### config.mk
export PLATFORM = sky130hd
export DESIGN_NAME = battleship_board
export DESIGN_NICKNAME = d
export VERILOG_FILES = /design/src/rtl/battleship_pkg.sv /design/src/rtl/ship_cursor.sv /design/src/rtl/battleship_board.sv
export SDC_FILE = /design/constraint.sdc
export NUM_CORES = 1
export LEC_CHECK = 0
export CORE_AREA = 4 4 179 181
export DETAILED_ROUTE_END_ITERATION = 10
export DIE_AREA = 0 0 183 185
export PLACE_DENSITY = 0.66
export SETUP_SLACK_MARGIN = 0.5
export SLEW_MARGIN = 20
export SYNTH_ARGS = -nofsm -noshare
export SYNTH_HDL_FRONTEND = slang
export SYNTH_SLANG_ARGS = --single-unit
### constraint.sdc
create_clock -name clk -period 3.45 [get_ports clk]
set_clock_uncertainty 0.2 [all_clocks]
set_input_delay 0.69 -clock clk [delete_from_list [all_inputs] [get_ports clk]]
set_output_delay 0.69 -clock clk [all_outputs]
set_load 0.1 [all_outputs]
### src/rtl/battleship_pkg.sv
// Shared types and constants for the battleship board and its colour path.
package battleship_pkg;

    localparam int BOARD_N = 5;

    // Cell encodings: barcos uses EMPTY/SHIP, golpes and disparos use EMPTY/MISS/HIT.
    localparam logic [1:0] CELL_EMPTY = 2'b00;
    localparam logic [1:0] CELL_SHIP  = 2'b01;
    localparam logic [1:0] CELL_MISS  = 2'b01;
    localparam logic [1:0] CELL_HIT   = 2'b10;

    localparam logic [4:0] COUNT_MAX = 5'd25;

    typedef logic [2:0] coord_t;
    typedef logic [4:0] count_t;
    typedef logic [BOARD_N-1:0][BOARD_N-1:0][1:0] board_t;

    typedef enum logic [2:0] {
        PLACE = 3'd0,
        CHECK = 3'd1,
        WRITE = 3'd2,
        PLAY  = 3'd3,
        DONE  = 3'd4
    } board_state_t;

    // Counter add that sticks at the number of board cells.
    function automatic count_t sat_add(input count_t a, input count_t b);
        logic [5:0] sum;
        sum = {1'b0, a} + {1'b0, b};
        return (sum > {1'b0, COUNT_MAX}) ? COUNT_MAX : sum[4:0];
    endfunction

    // True when (row, col) addresses a real board cell.
    function automatic logic in_board(input coord_t row, input coord_t col);
        return (row < 3'd5) && (col < 3'd5);
    endfunction

endpackage

### src/rtl/ship_cursor.sv
// Walks the cells of one ship, bow first; shared by the overlap check and the write pass.
module ship_cursor
    import battleship_pkg::*;
#(
    parameter int MAX_LEN = 3
) (
    input  logic       clk,
    input  logic       rst_n,
    input  logic       srst,
    input  logic       load,
    input  logic       restart,
    input  logic       step,
    input  coord_t     bow_row,
    input  coord_t     bow_col,
    input  logic [2:0] len,
    input  logic       vert,
    output coord_t     cur_row,
    output coord_t     cur_col,
    output logic [2:0] cur_len,
    output logic       last,
    output logic       oob
);

    coord_t     row_r;
    coord_t     col_r;
    logic [2:0] len_r;
    logic       vert_r;
    logic [2:0] idx_r;
    logic [3:0] end_row_s;
    logic [3:0] end_col_s;

    // Latch the ship description on load and advance the cell index.
    always_ff @(posedge clk or negedge rst_n) begin
        if (!rst_n) begin
            row_r  <= 3'd0;
            col_r  <= 3'd0;
            len_r  <= 3'd0;
            vert_r <= 1'b0;
            idx_r  <= 3'd0;
        end else if (srst) begin
            row_r  <= 3'd0;
            col_r  <= 3'd0;
            len_r  <= 3'd0;
            vert_r <= 1'b0;
            idx_r  <= 3'd0;
        end else if (load) begin
            row_r  <= bow_row;
            col_r  <= bow_col;
            len_r  <= len;
            vert_r <= vert;
            idx_r  <= 3'd0;
        end else if (restart) begin
            idx_r  <= 3'd0;
        end else if (step) begin
            idx_r  <= idx_r + 3'd1;
        end
    end

    // Current cell from the latched bow; bounds of the requested ship from the raw inputs.
    always_comb begin
        cur_row   = vert_r ? (row_r + idx_r) : row_r;
        cur_col   = vert_r ? col_r : (col_r + idx_r);
        cur_len   = len_r;
        last      = (idx_r == (len_r - 3'd1));
        end_row_s = {1'b0, bow_row} + (vert ? ({1'b0, len} - 4'd1) : 4'd0);
        end_col_s = {1'b0, bow_col} + (vert ? 4'd0 : ({1'b0, len} - 4'd1));
        if (len == 3'd0) begin
            oob = 1'b1;
        end else begin
            oob = (len > 3'(MAX_LEN)) || (end_row_s > 4'd4) || (end_col_s > 4'd4);
        end
    end

endmodule

### src/rtl/battleship_board.sv
// 5x5 battleship game state: ship placement, shot bookkeeping and end-of-game flags.
module battleship_board
    import battleship_pkg::*;
#(
    parameter int NUM_SHIPS   = 3,
    parameter int MAX_LEN     = 3,
    parameter int TARGET_HITS = 6
) (
    input  logic       clk,
    input  logic       rst_n,
    input  logic       new_game,
    input  logic       place_valid,
    output logic       place_ready,
    input  coord_t     place_row,
    input  coord_t     place_col,
    input  logic [2:0] place_len,
    input  logic       place_vert,
    output logic       place_done,
    output logic       place_ok,
    input  logic       enemy_valid,
    input  coord_t     enemy_row,
    input  coord_t     enemy_col,
    output logic       enemy_ready,
    output logic       enemy_resp_valid,
    output logic       enemy_resp_hit,
    output logic       enemy_resp_dup,
    input  logic       own_valid,
    input  coord_t     own_row,
    input  coord_t     own_col,
    input  logic       own_hit,
    output board_t     matriz_barcos,
    output board_t     matriz_golpes,
    output board_t     matriz_disparos,
    output logic       display_win,
    output logic       display_lose
);

    board_state_t state_r, next_s;
    count_t       own_cells_r, ships_placed_r, hits_taken_r, hits_given_r;
    board_t       barcos_r, golpes_r, disparos_r;
    coord_t       cur_row_s, cur_col_s;
    logic [2:0]   cur_len_s;
    logic         cur_last_s, cur_oob_s, cur_load_s, cur_restart_s, cur_step_s;
    logic         done_s, ok_s, ship_we_s, ship_fin_s;
    logic         enemy_take_s, enemy_wr_s, enemy_hit_s, enemy_dup_s, own_wr_s;
    logic         lose_s, win_s;

    ship_cursor #(.MAX_LEN(MAX_LEN)) u_cursor (
        .clk     (clk),
        .rst_n   (rst_n),
        .srst    (new_game),
        .load    (cur_load_s),
        .restart (cur_restart_s),
        .step    (cur_step_s),
        .bow_row (place_row),
        .bow_col (place_col),
        .len     (place_len),
        .vert    (place_vert),
        .cur_row (cur_row_s),
        .cur_col (cur_col_s),
        .cur_len (cur_len_s),
        .last    (cur_last_s),
        .oob     (cur_oob_s)
    );

    assign lose_s      = (hits_taken_r == own_cells_r);
    assign win_s       = (hits_given_r == 5'(TARGET_HITS));
    assign place_ready = (state_r == PLACE);
    assign enemy_ready = (state_r == PLAY);

    // Placement sequencing and end-of-game transition.
    always_comb begin
        next_s        = state_r;
        cur_load_s    = 1'b0;
        cur_restart_s = 1'b0;
        cur_step_s    = 1'b0;
        done_s        = 1'b0;
        ok_s          = 1'b0;
        ship_we_s     = 1'b0;
        ship_fin_s    = 1'b0;
        case (state_r)
            PLACE: begin
                if (place_valid) begin
                    cur_load_s = 1'b1;
                    if (cur_oob_s) begin
                        done_s = 1'b1;
                    end else begin
                        next_s = CHECK;
                    end
                end else begin
                    next_s = PLACE;
                end
            end
            CHECK: begin
                if (barcos_r[cur_row_s][cur_col_s] != CELL_EMPTY) begin
                    done_s = 1'b1;
                    next_s = PLACE;
                end else if (cur_last_s) begin
                    cur_restart_s = 1'b1;
                    next_s        = WRITE;
                end else begin
                    cur_step_s = 1'b1;
                end
            end
            WRITE: begin
                ship_we_s = 1'b1;
                if (cur_last_s) begin
                    ship_fin_s = 1'b1;
                    done_s     = 1'b1;
                    ok_s       = 1'b1;
                    next_s     = ((ships_placed_r + 5'd1) == 5'(NUM_SHIPS)) ? PLAY : PLACE;
                end else begin
                    cur_step_s = 1'b1;
                end
            end
            PLAY: begin
                if (lose_s || win_s) begin
                    next_s = DONE;
                end else begin
                    next_s = PLAY;
                end
            end
            DONE:    next_s = DONE;
            default: next_s = PLACE;
        endcase
    end

    // Classify enemy and own shots against the stored matrices.
    always_comb begin
        enemy_take_s = 1'b0;
        enemy_wr_s   = 1'b0;
        enemy_hit_s  = 1'b0;
        enemy_dup_s  = 1'b0;
        own_wr_s     = 1'b0;
        if ((state_r == PLAY) && enemy_valid) begin
            enemy_take_s = 1'b1;
            if (in_board(enemy_row, enemy_col)) begin
                if (golpes_r[enemy_row][enemy_col] != CELL_EMPTY) begin
                    enemy_dup_s = 1'b1;
                    enemy_hit_s = (golpes_r[enemy_row][enemy_col] == CELL_HIT);
                end else begin
                    enemy_wr_s  = 1'b1;
                    enemy_hit_s = (barcos_r[enemy_row][enemy_col] == CELL_SHIP);
                end
            end else begin
                enemy_wr_s = 1'b0;
            end
        end else begin
            enemy_take_s = 1'b0;
        end
        if ((state_r == PLAY) && own_valid && in_board(own_row, own_col)) begin
            own_wr_s = (disparos_r[own_row][own_col] == CELL_EMPTY);
        end else begin
            own_wr_s = 1'b0;
        end
    end

    // FSM state register.
    always_ff @(posedge clk or negedge rst_n) begin
        if (!rst_n) begin
            state_r <= PLACE;
        end else if (new_game) begin
            state_r <= PLACE;
        end else begin
            state_r <= next_s;
        end
    end

    // Board matrices: ship cells during WRITE, shot results during PLAY.
    always_ff @(posedge clk or negedge rst_n) begin
        if (!rst_n) begin
            barcos_r   <= '0;
            golpes_r   <= '0;
            disparos_r <= '0;
        end else if (new_game) begin
            barcos_r   <= '0;
            golpes_r   <= '0;
            disparos_r <= '0;
        end else begin
            if (ship_we_s) barcos_r[cur_row_s][cur_col_s] <= CELL_SHIP;
            if (enemy_wr_s) golpes_r[enemy_row][enemy_col] <= enemy_hit_s ? CELL_HIT : CELL_MISS;
            if (own_wr_s) disparos_r[own_row][own_col] <= own_hit ? CELL_HIT : CELL_MISS;
        end
    end

    // Saturating game counters.
    always_ff @(posedge clk or negedge rst_n) begin
        if (!rst_n) begin
            own_cells_r    <= 5'd0;
            ships_placed_r <= 5'd0;
            hits_taken_r   <= 5'd0;
            hits_given_r   <= 5'd0;
        end else if (new_game) begin
            own_cells_r    <= 5'd0;
            ships_placed_r <= 5'd0;
            hits_taken_r   <= 5'd0;
            hits_given_r   <= 5'd0;
        end else begin
            if (ship_fin_s) begin
                own_cells_r    <= sat_add(own_cells_r, {2'b00, cur_len_s});
                ships_placed_r <= sat_add(ships_placed_r, 5'd1);
            end
            if (enemy_wr_s && enemy_hit_s) hits_taken_r <= sat_add(hits_taken_r, 5'd1);
            if (own_wr_s && own_hit) hits_given_r <= sat_add(hits_given_r, 5'd1);
        end
    end

    // Registered handshake responses and sticky end flags; lose wins a tie.
    always_ff @(posedge clk or negedge rst_n) begin
        if (!rst_n) begin
            place_done       <= 1'b0;
            place_ok         <= 1'b0;
            enemy_resp_valid <= 1'b0;
            enemy_resp_hit   <= 1'b0;
            enemy_resp_dup   <= 1'b0;
            display_win      <= 1'b0;
            display_lose     <= 1'b0;
        end else if (new_game) begin
            place_done       <= 1'b0;
            place_ok         <= 1'b0;
            enemy_resp_valid <= 1'b0;
            enemy_resp_hit   <= 1'b0;
            enemy_resp_dup   <= 1'b0;
            display_win      <= 1'b0;
            display_lose     <= 1'b0;
        end else begin
            place_done       <= done_s;
            place_ok         <= ok_s;
            enemy_resp_valid <= enemy_take_s;
            enemy_resp_hit   <= enemy_hit_s;
            enemy_resp_dup   <= enemy_dup_s;
            display_lose     <= display_lose | ((state_r == PLAY) && lose_s);
            display_win      <= display_win | ((state_r == PLAY) && !lose_s && win_s);
        end
    end

    assign matriz_barcos   = barcos_r;
    assign matriz_golpes   = golpes_r;
    assign matriz_disparos = disparos_r;

endmodule
==> metrics.txt, run 1 <==
CTS Buf Count=17; Max Slew Vio Count=0; via count=9777; number of global-route vias before repair=9646; Tot GR Track Use=0.199; top cells by area, synth=dfrtp_1, nor2_1, o2bb2ai_1, ha_1, o21a_1; Syn Inst Count=1084; crit end category=flop; main combinational cell family by area after synthesis=simple AND/OR/NAND/NOR gates; FF+latch count, synth=193; clock slew at reported path FFs=0.08 ns; Tightest Hold Check Type=input pin to async pin; Tcrit/Tclk final=0.967; maximum number of pins on one net before global-route repair=73; Port Buffer Count=187; Die X-Extent=183 microns; Yosys cell types=91; Cell Area, Synth=0.0106 sq mm; # setup viols final=0; Cell Pwr Density=368 mW/mm^2; Worst slew margin=0.503; sequential share of the synthesized area=0.457; Synth Area in XOR/XNOR=0.0157; max-cap viol count=0; mux contribution to synthesized area=0.0508; diodes inserted=0; Area growth syn-to-layout=35.2%; Initial Utilization=0.348; Worst-Margin Slew=0.731 ns; clock sink total=193; GRT overflow=0; top cell type by total area after synthesis=dfrtp_1; Net Count, Synth=1142; post-route ant nets=0; fill count=2856; ys async rst share=1.00; Critical Path RT=3.57 ns; average cell area after synthesis=9.76 sq um; boundary pin count=188; ys flop type=dfrtp_1; Pleak=6.33 nW; DP Area=0.0131 sq mm; site row count=64; H-Tree Depth=4; Yosys Warn Count=0; run status=finished clean; Worst Path Arrival=3.46 ns; Vias per Instance=5.63; antenna violations before repair=0; fmax=300 MHz; RSZ-0062 raised after global routing=yes; crit-path max FO=7; Setup TNS Final=0 ns; Synth Area in Compound Gates=0.191; Crit Path Category=flop to flop; CTS root buffer=clkbuf_16; die area=0.0339 sq mm; post-synthesis adder-cell area fraction=0.0388; min setup slack post-route=0.113 ns; DRT Pass-1 Iters=5; initial detailed-routing violation count=755; Core ar.=0.0304 sq mm; commonest non-fill, non-tap cell in the layout=buf_4; Worst Setup Start Kind=flop; share of layout cells above drive strength 1=0.314; post-layout instance area=0.0143 sq mm; Hold-fix buffers, CTS=0; GPL Wtd Cong=0.948; clock network latency to the later pin of the worst-skew pair=0.44 ns; drt drc=0; final WL=34.3 mm; minimum clock period=3.34 ns; peak supply drop=297 uV; Synth top area share=0.457; endpoints failing hold=0; routed length per placed instance=19.8 microns; DP HPWL=24.8 mm; Hold Slack=0.0379 ns; first-pass GRT wire length=54.2 mm; dpl ws=-0.530 ns; Tot Pwr=5.26 mW; number of flops mapped to enable cells by yosys=0; Die Height=185 microns; nets=1387; Simple-Gate Fraction of Synth Area=0.206; TritonCTS clock tree=yes; CTS Buffer Depth=2; commonest cells after routing, fill and taps aside=buf_4, dfrtp_1, nor2_1
[cell usage after synthesis (all sizes together), types with 6 or more instances]
cell,number
nor2b,8
a21oi,39
dfrtp,193
nand4,9
nor4,14
nor2,178
buf,27
mux4,8
o31ai,7
xnor2,12
o311ai,11
nor3,28
nand2b,8
inv,31
a22oi,16
clkbuf,39
o211ai,6
o21ai,30
o22ai,10
a211oi,12
or3,11
ha,24
a31oi,17
mux2i,21
or4,9
mux2,12
xor2,7
nand2,62
o2bb2ai,52
nand3,41
nor3b,33
and2,7
o21a,32
and3,7
[stage by stage]
step / util / std cells
after global placement: 0.432 / 1692
after global routing: 0.470 / 1738
after detailed placement: 0.432 / 1692
after CTS: 0.460 / 1732
final: 0.470 / 1738
after floorplan: - / 1084
[per-layer routing]
layer | vias to the layer above | track usage | part of all wire
met4 | 0 | 0.0614 | 0.026
met5 | - | 0 | 0
met3 | 61 | 0.0375 | 0.062
met2 | 391 | 0.324 | 0.48
li1 | 4461 | - | -
met1 | 4864 | 0.269 | 0.43
[power by group]
part	internal (mW)	total [mW]	switching, mW
clock	1.20	2.21	1.02
combinational	0.292	0.747	0.455
sequential	2.28	2.30	0.0276
total	3.76	5.26	1.50
[final cells by class]
cell class                 count  area, sq um  share of cell area
multi-input combinational    794         5730               0.401
sequential                   193         4830               0.338
timing repair buffer         292         2440               0.171
tap                          396          495              0.0347
clock buffer                  17          425              0.0298
clock inverter                15          235              0.0165
inverter                      31          136             0.00954
[flip-flops by register name, indices dropped and copies added, names as in the netlist, 3 cells and up]
name,count
matriz_barcos,50
matriz_disparos,50
matriz_golpes,50
hits_given_r,5
hits_taken_r,5
own_cells_r,5
ships_placed_r,5
state_r,3
u_cursor.col_r,3
u_cursor.cur_len,3
u_cursor.idx_r,3
u_cursor.row_r,3
[worst paths after layout]
path                                   start                  end  slack [ns]  cells past startpoint
max                        u_cursor.row_r[0]    u_cursor.idx_r[1]        0.11                     13
min                                    rst_n  matriz_disparos[35]        0.04                      1
max reg2reg                u_cursor.row_r[0]    u_cursor.idx_r[1]        0.11                     13
min reg2reg                     display_lose         display_lose        0.30                      2
max in group asynchronous              rst_n    u_cursor.idx_r[0]        2.18                      2
min in group clk                display_lose         display_lose        0.30                      2
[cell families (layout without fill, tap and decap cells)]
kind of cell / Yosys count / count (layout)
simple gates: 434 / 434
compound gates: 270 / 270
flops: 193 / 193
buf+inv: 97 / 355
mux: 41 / 41
fa+ha+maj: 30 / 30
xor+xnor: 19 / 19
[what timing repair did]
item | in CTS | in global routing
cloned | 1 | 0
setup endpoints to repair | 99 | 90
pin swaps | 15 | 25
endpoints found under the hold margin | 0 | 0
gates resized for setup | 38 | 63
setup buffers | 7 | 6
[critical path, cell delays in order, from the launching register on]
cell,delay [ns]
dfrtp_1,0.39
ha_2,0.19
inv_2,0.05
fa_1,0.39
and2_4,0.19
buf_4,0.15
or4_1,0.52
a21boi_2,0.17
o22ai_2,0.11
o311ai_4,0.08
o311ai_4,0.21
buf_4,0.18
o21a_1,0.18
a32o_1,0.23
Power figures use the tool's default switching activity.
==> inputs of run 2 (changes only) <==
Settings changed: CORE_AREA 4 4 179 181 to 4 4 180 182, DIE_AREA 0 0 183 185 to 0 0 184 186, PLACE_DENSITY 0.66 to 0.65, SYNTH_HIERARCHICAL set to 1.
==> metrics.txt, run 2 <==
run status=finished, violations left; failing checks=setup timing; Worst-Margin Slew=0.810 ns; routed metal-1 wirelength=15.6 mm; ys async rst share=1.00; Clk pwr share=0.363; Die Height=186 microns; top cell type by total area after synthesis=dfrtp_1; Worst slew margin=0.460; Placed Instances=1750; number of flops mapped to enable cells by yosys=0; Cell Pwr Density=380 mW/mm^2; Tcrit/Tclk final=1.08; nets=1451; crit end category=flop; min setup slack post-route=-0.288 ns; Hold-fix buffers, CTS=0; Pint=3.72 mW; Cell Area, Synth=0.0107 sq mm; site row count=64; Comb power frac=0.202; max-cap viol count=0; Crit Path Category=flop to flop; Net Count, Synth=1213; routed length per placed instance=19.4 microns; Max Slew Vio Count=0; met2 WL post-DR=15.7 mm; sequential power share=0.434; clock sink total=193; FF+latch count, synth=193; dpl ws=-0.304 ns; Area growth syn-to-layout=33.0%; Worst R2R Start=u_cursor/idx_r[0]; antenna violations before repair=1; # setup viols final=6; Syn Inst Count=1155; average cell area after synthesis=9.22 sq um; Initial Utilization=0.348; Port Buffer Count=187; via count=10200; commonest cells after routing, fill and taps aside=buf_4, nor2_1, dfrtp_1; RSZ-0062 raised after global routing=yes; Die X-Extent=184 microns; Tot GR Track Use=0.197; top cells by area, synth=dfrtp_1, nor2_1, a41oi_1, a21oi_1, ha_1; GPL Wtd Cong=0.893; cell with the most instances after synthesis=nor2_1; fin util=0.463; final WL=34.9 mm; Pleak=6.45 nW; Tightest Hold Check Type=input pin to async pin; DP HPWL=24.9 mm; Core ar.=0.0306 sq mm; maximum number of pins on one net before global-route repair=106; TritonCTS clock tree=yes; Worst Setup Start Kind=flop; Post-synth top cells=nor2_1, dfrtp_1, a21oi_1; ys flop type=dfrtp_1; reg2reg path depth=17; Yosys cell types=75; crit-path max FO=6; first-pass GRT wire length=54.2 mm; number of global-route vias before repair=9723; RR Endpoint=u_cursor/idx_r[0]; clock network latency to the later pin of the worst-skew pair=0.44 ns; Synth top area share=0.453; post-route ant nets=0; Vias per Instance=5.64; DRT Pass-1 Iters=5; clock slew at reported path FFs=0.07 ns; Switching Share=0.310; Top Metal Used=met4; die area=0.0342 sq mm; endpoints failing hold=0; Hold Slack=0.0587 ns; initial detailed-routing violation count=1016; Critical Path RT=3.57 ns; CTS root buffer=clkbuf_16; sequential share of the synthesized area=0.453; commonest non-fill, non-tap cell in the layout=buf_4; Sw Pwr=1.67 mW; share of layout cells above drive strength 1=0.275; fmax=268 MHz; CTS Buf Count=17; drt drc=0; Non-Filler Instances=1802; CTS Buffer Depth=2; boundary pin count=188; H-Tree Depth=4; Reg2Reg Setup Slack=-0.29 ns; Worst Path Arrival=3.86 ns; minimum clock period=3.74 ns; GRT overflow=0; peak supply drop=232 uV; Yosys Warn Count=6; met3 WL post-DR=2.82 mm
[run 2: changes by cell type after synthesis, moves of 29 or more]
cell,change
a21oi_1,+36
a41oi_1,+49
clkbuf_1,+35
nand2_1,-31
nand2b_1,+33
nor2_1,+46
o21a_1,-29
o2bb2ai_1,-45
[run 2: area by class of cell]
class	count	area, sq um
multi-input combinational	834	5600
timing repair buffer	312	2530
tap	396	495
antenna	1	2.50
inverter	35	131
fill	2943	16400
clock inverter	14	149
clock buffer	17	425
sequential	193	4830
[run 2: worst max path at each step]
stage	startpoint	endpoint	slack, ns	depth (start not counted)
final	u_cursor/idx_r[0]	u_cursor/idx_r[0]	-0.29	17
after global routing	u_cursor/idx_r[0]	u_cursor/idx_r[2]	-0.45	17
after CTS	u_cursor/idx_r[0]	u_cursor/idx_r[2]	-0.26	16
after detailed placement	place_len[0]	state_r[1]	-0.30	13
after global placement	u_cursor/idx_r[0]	u_cursor/idx_r[2]	-0.22	18
after floorplan	u_cursor/idx_r[0]	u_cursor/idx_r[0]	-0.11	16
[run 2: timing repair]
action                     4_1_cts  5_1_grt
pin swaps                        6       21
setup endpoints to repair       69      143
cloned                           0        3
setup buffers                    1       16
resized for setup               21       51
[run 2: power by group through the flow]
stage	combinational, mW	clock, mW	sequential (mW)
after global routing	1.17	2.10	2.34
after floorplan	0.543	0	2.40
after detailed placement	0.963	0	2.38
final	1.09	1.96	2.34
after global placement	0.953	0	2.38
after CTS	0.981	2.00	2.34
[run 2: cell families (layout without fill, tap and decap cells)]
family                     Yosys count  count (layout)  synth area share
and+or+nand+nor                    416             416             0.187
AOI/OAI and AO/OA                  327             327             0.215
DFF                                193             193             0.453
buffers and inverters              128             378            0.0482
muxes                               40              40            0.0405
adders and majority gates           29              29            0.0376
xor gates and xnor gates            22              22            0.0181
other                                0               1                 0
[run 2: critical path, cell delays in order, from the launching register on]
cell and delay (ns):
dfrtp_1 0.36, ha_2 0.17, inv_2 0.03, fa_2 0.33
xnor2_1 0.14, nand2_1 0.10, xnor2_2 0.20, buf_6 0.15
and3b_2 0.25, a221oi_2 0.27, o221a_4 0.23, a2111oi_4 0.04
a221o_1 0.35, nor4b_4 0.33, o21ba_4 0.19, buf_4 0.11
xnor2_1 0.11, nor2_1 0.07
[run 2: metrics by stage]
step | instance area (sq um) | total power, mW | setup TNS [ns]
final | 14200 | 5.39 | -1.18
after global routing | 14200 | 5.62 | -2.00
after CTS | 13800 | 5.32 | -0.844
after detailed placement | 13200 | 3.34 | -2.64
after global placement | 13200 | 3.33 | -1.41
after floorplan | 10700 | 2.94 | -0.318
[run 2: metal layers]
metal	track usage	up-vias
li1	-	4687
met1	0.282	4989
met2	0.298	432
met3	0.0442	54
met4	0.0597	0
met5	0	-
==> inputs of run 3 (changes only) <==
Settings changed: CTS_CLUSTER_SIZE set to 20, PLACE_DENSITY 0.65 to 0.63.
Clock period 3.45 ns to 3.7 ns, I/O delays scaled along.
==> metrics.txt, run 3 (synthesis gave the netlist of run 2 again) <==
run status=finished, violations left; failing checks=setup timing; number of global-route vias before repair=9496; dpl ws=-0.164 ns; Initial Utilization=0.348; commonest cells after routing, fill and taps aside=nor2_1, buf_4, dfrtp_1; routed length per placed instance=19.9 microns; via count=9890; crit end category=flop; Worst slew margin=0.338; sequential power share=0.439; Worst-Margin Slew=0.990 ns; H-Tree Depth=4; Comb power frac=0.184; Worst Path Arrival=3.88 ns; CTS Buf Count=17; CTS root buffer=clkbuf_16; DP HPWL=25.1 mm; GRT overflow=0; Core ar.=0.0306 sq mm; Pleak=6.18 nW; die area=0.0342 sq mm; CTS Buffer Depth=2; GPL Wtd Cong=0.933; post-route ant nets=0; Area growth syn-to-layout=29.4%; Clk pwr share=0.377; Crit Path Category=flop to flop; TritonCTS clock tree=yes; Vias per Instance=5.62; first-pass GRT wire length=54.4 mm; final WL=35.0 mm; fin util=0.451; Max Slew Vio Count=0; Sw Pwr=1.51 mW; endpoints failing hold=0; commonest non-fill, non-tap cell in the layout=nor2_1; minimum clock period=3.71 ns; crit-path max FO=5; Pint=3.47 mW; drt drc=0; min setup slack post-route=-0.0145 ns; peak supply drop=309 uV; Die X-Extent=184 microns; fmax=269 MHz; diodes inserted=0; nets=1408; Tot GR Track Use=0.200; initial detailed-routing violation count=880; clock sink total=193; antenna violations before repair=0; # setup viols final=1; Tightest Hold Check Type=input pin to async pin; Cell Pwr Density=361 mW/mm^2; max-cap viol count=0; Critical Path RT=3.87 ns; clock slew at reported path FFs=0.07 ns; Worst Setup Start Kind=flop; site row count=64; boundary pin count=188; clock network latency to the later pin of the worst-skew pair=0.44 ns; maximum number of pins on one net before global-route repair=102; Tcrit/Tclk final=1.00; Die Height=186 microns; Port Buffer Count=187; DRT Pass-1 Iters=5; RSZ-0062 raised after global routing=yes; share of layout cells above drive strength 1=0.236; Switching Share=0.303
run 3: path summary, 6_finish.rpt:
| check | from | end | slack [ns] | cells past startpoint |
|---|---|---|---|---|
| worst max-delay path | u_cursor/row_r[0] | u_cursor/idx_r[2] | -0.01 | 17 |
| worst min-delay path | rst_n | u_cursor/cur_len[2] | 0.12 | 1 |
| worst max register to register | u_cursor/row_r[0] | u_cursor/idx_r[2] | -0.01 | 17 |
| worst min register to register | display_win | display_win | 0.31 | 2 |
| max in group asynchronous | rst_n | matriz_barcos[30] | 2.34 | 2 |
| min in group clk | display_win | display_win | 0.31 | 2 |
run 3: power groups by stage:
stage	sequential (mW)	combinational [mW]	clock, mW
final	2.19	0.916	1.87
after global routing	2.19	0.995	2.00
after CTS	2.18	0.888	1.92
after detailed placement	2.22	0.834	0
after global placement	2.22	0.821	0
after floorplan	2.23	0.505	0
run 3: metrics by stage:
stage / std cells / cell area, sq um / power (mW) / hold WS, ns / setup TNS (ns)
after floorplan: 1155 / 10700 / 2.74 / 0.244 / 0
after detailed placement: 1721 / 13000 / 3.06 / 0.306 / -0.416
after global placement: 1721 / 13000 / 3.04 / 0.285 / 0
after global routing: 1759 / 13800 / 5.19 / 0.147 / -0.444
final: 1759 / 13800 / 4.98 / 0.118 / -0.0145
after CTS: 1755 / 13600 / 4.99 / 0.127 / -0.122
run 3: repair_timing:
| action | CTS | global route |
|---|---|---|
| pin swaps | 2 | 9 |
| endpoints found under the setup margin | 7 | 88 |
| hold buffers | 0 | 0 |
| gates cloned | 0 | 1 |
| resized for setup | 13 | 27 |
| buffers inserted | 2 | 3 |
run 3: layout make-up:
type,instances,area [sq um]
Inverter,35,131
Timing Repair Buffer,269,2240
Multi-Input combinational cell,834,5510
Fill cell,2940,16800
Sequential cell,193,4830
Tap cell,396,495
Clock buffer,18,439
Clock inverter,14,146
run 3: routing by layer:
| metal | share of wire | vias to the layer above | global-route usage |
|---|---|---|---|
| li1 | - | 4612 | - |
| met1 | 0.45 | 4852 | 0.286 |
| met2 | 0.46 | 376 | 0.308 |
| met3 | 0.073 | 50 | 0.0438 |
| met4 | 0.020 | 0 | 0.0526 |
| met5 | 0 | - | 0 |
run 3: critical path, cell delays in order (launching register included):
cell       delay, ns
dfrtp_1         0.37
ha_2            0.18
inv_2           0.04
fa_2            0.35
xnor2_2         0.13
nand2_1         0.10
xnor2_2         0.19
buf_4           0.17
and3b_2         0.25
a221oi_2        0.23
o221a_2         0.25
a2111oi_4       0.04
a221o_1         0.34
nor4b_4         0.29
o21ba_4         0.19
nand2_1         0.06
xor2_1          0.14
nor2_1          0.11
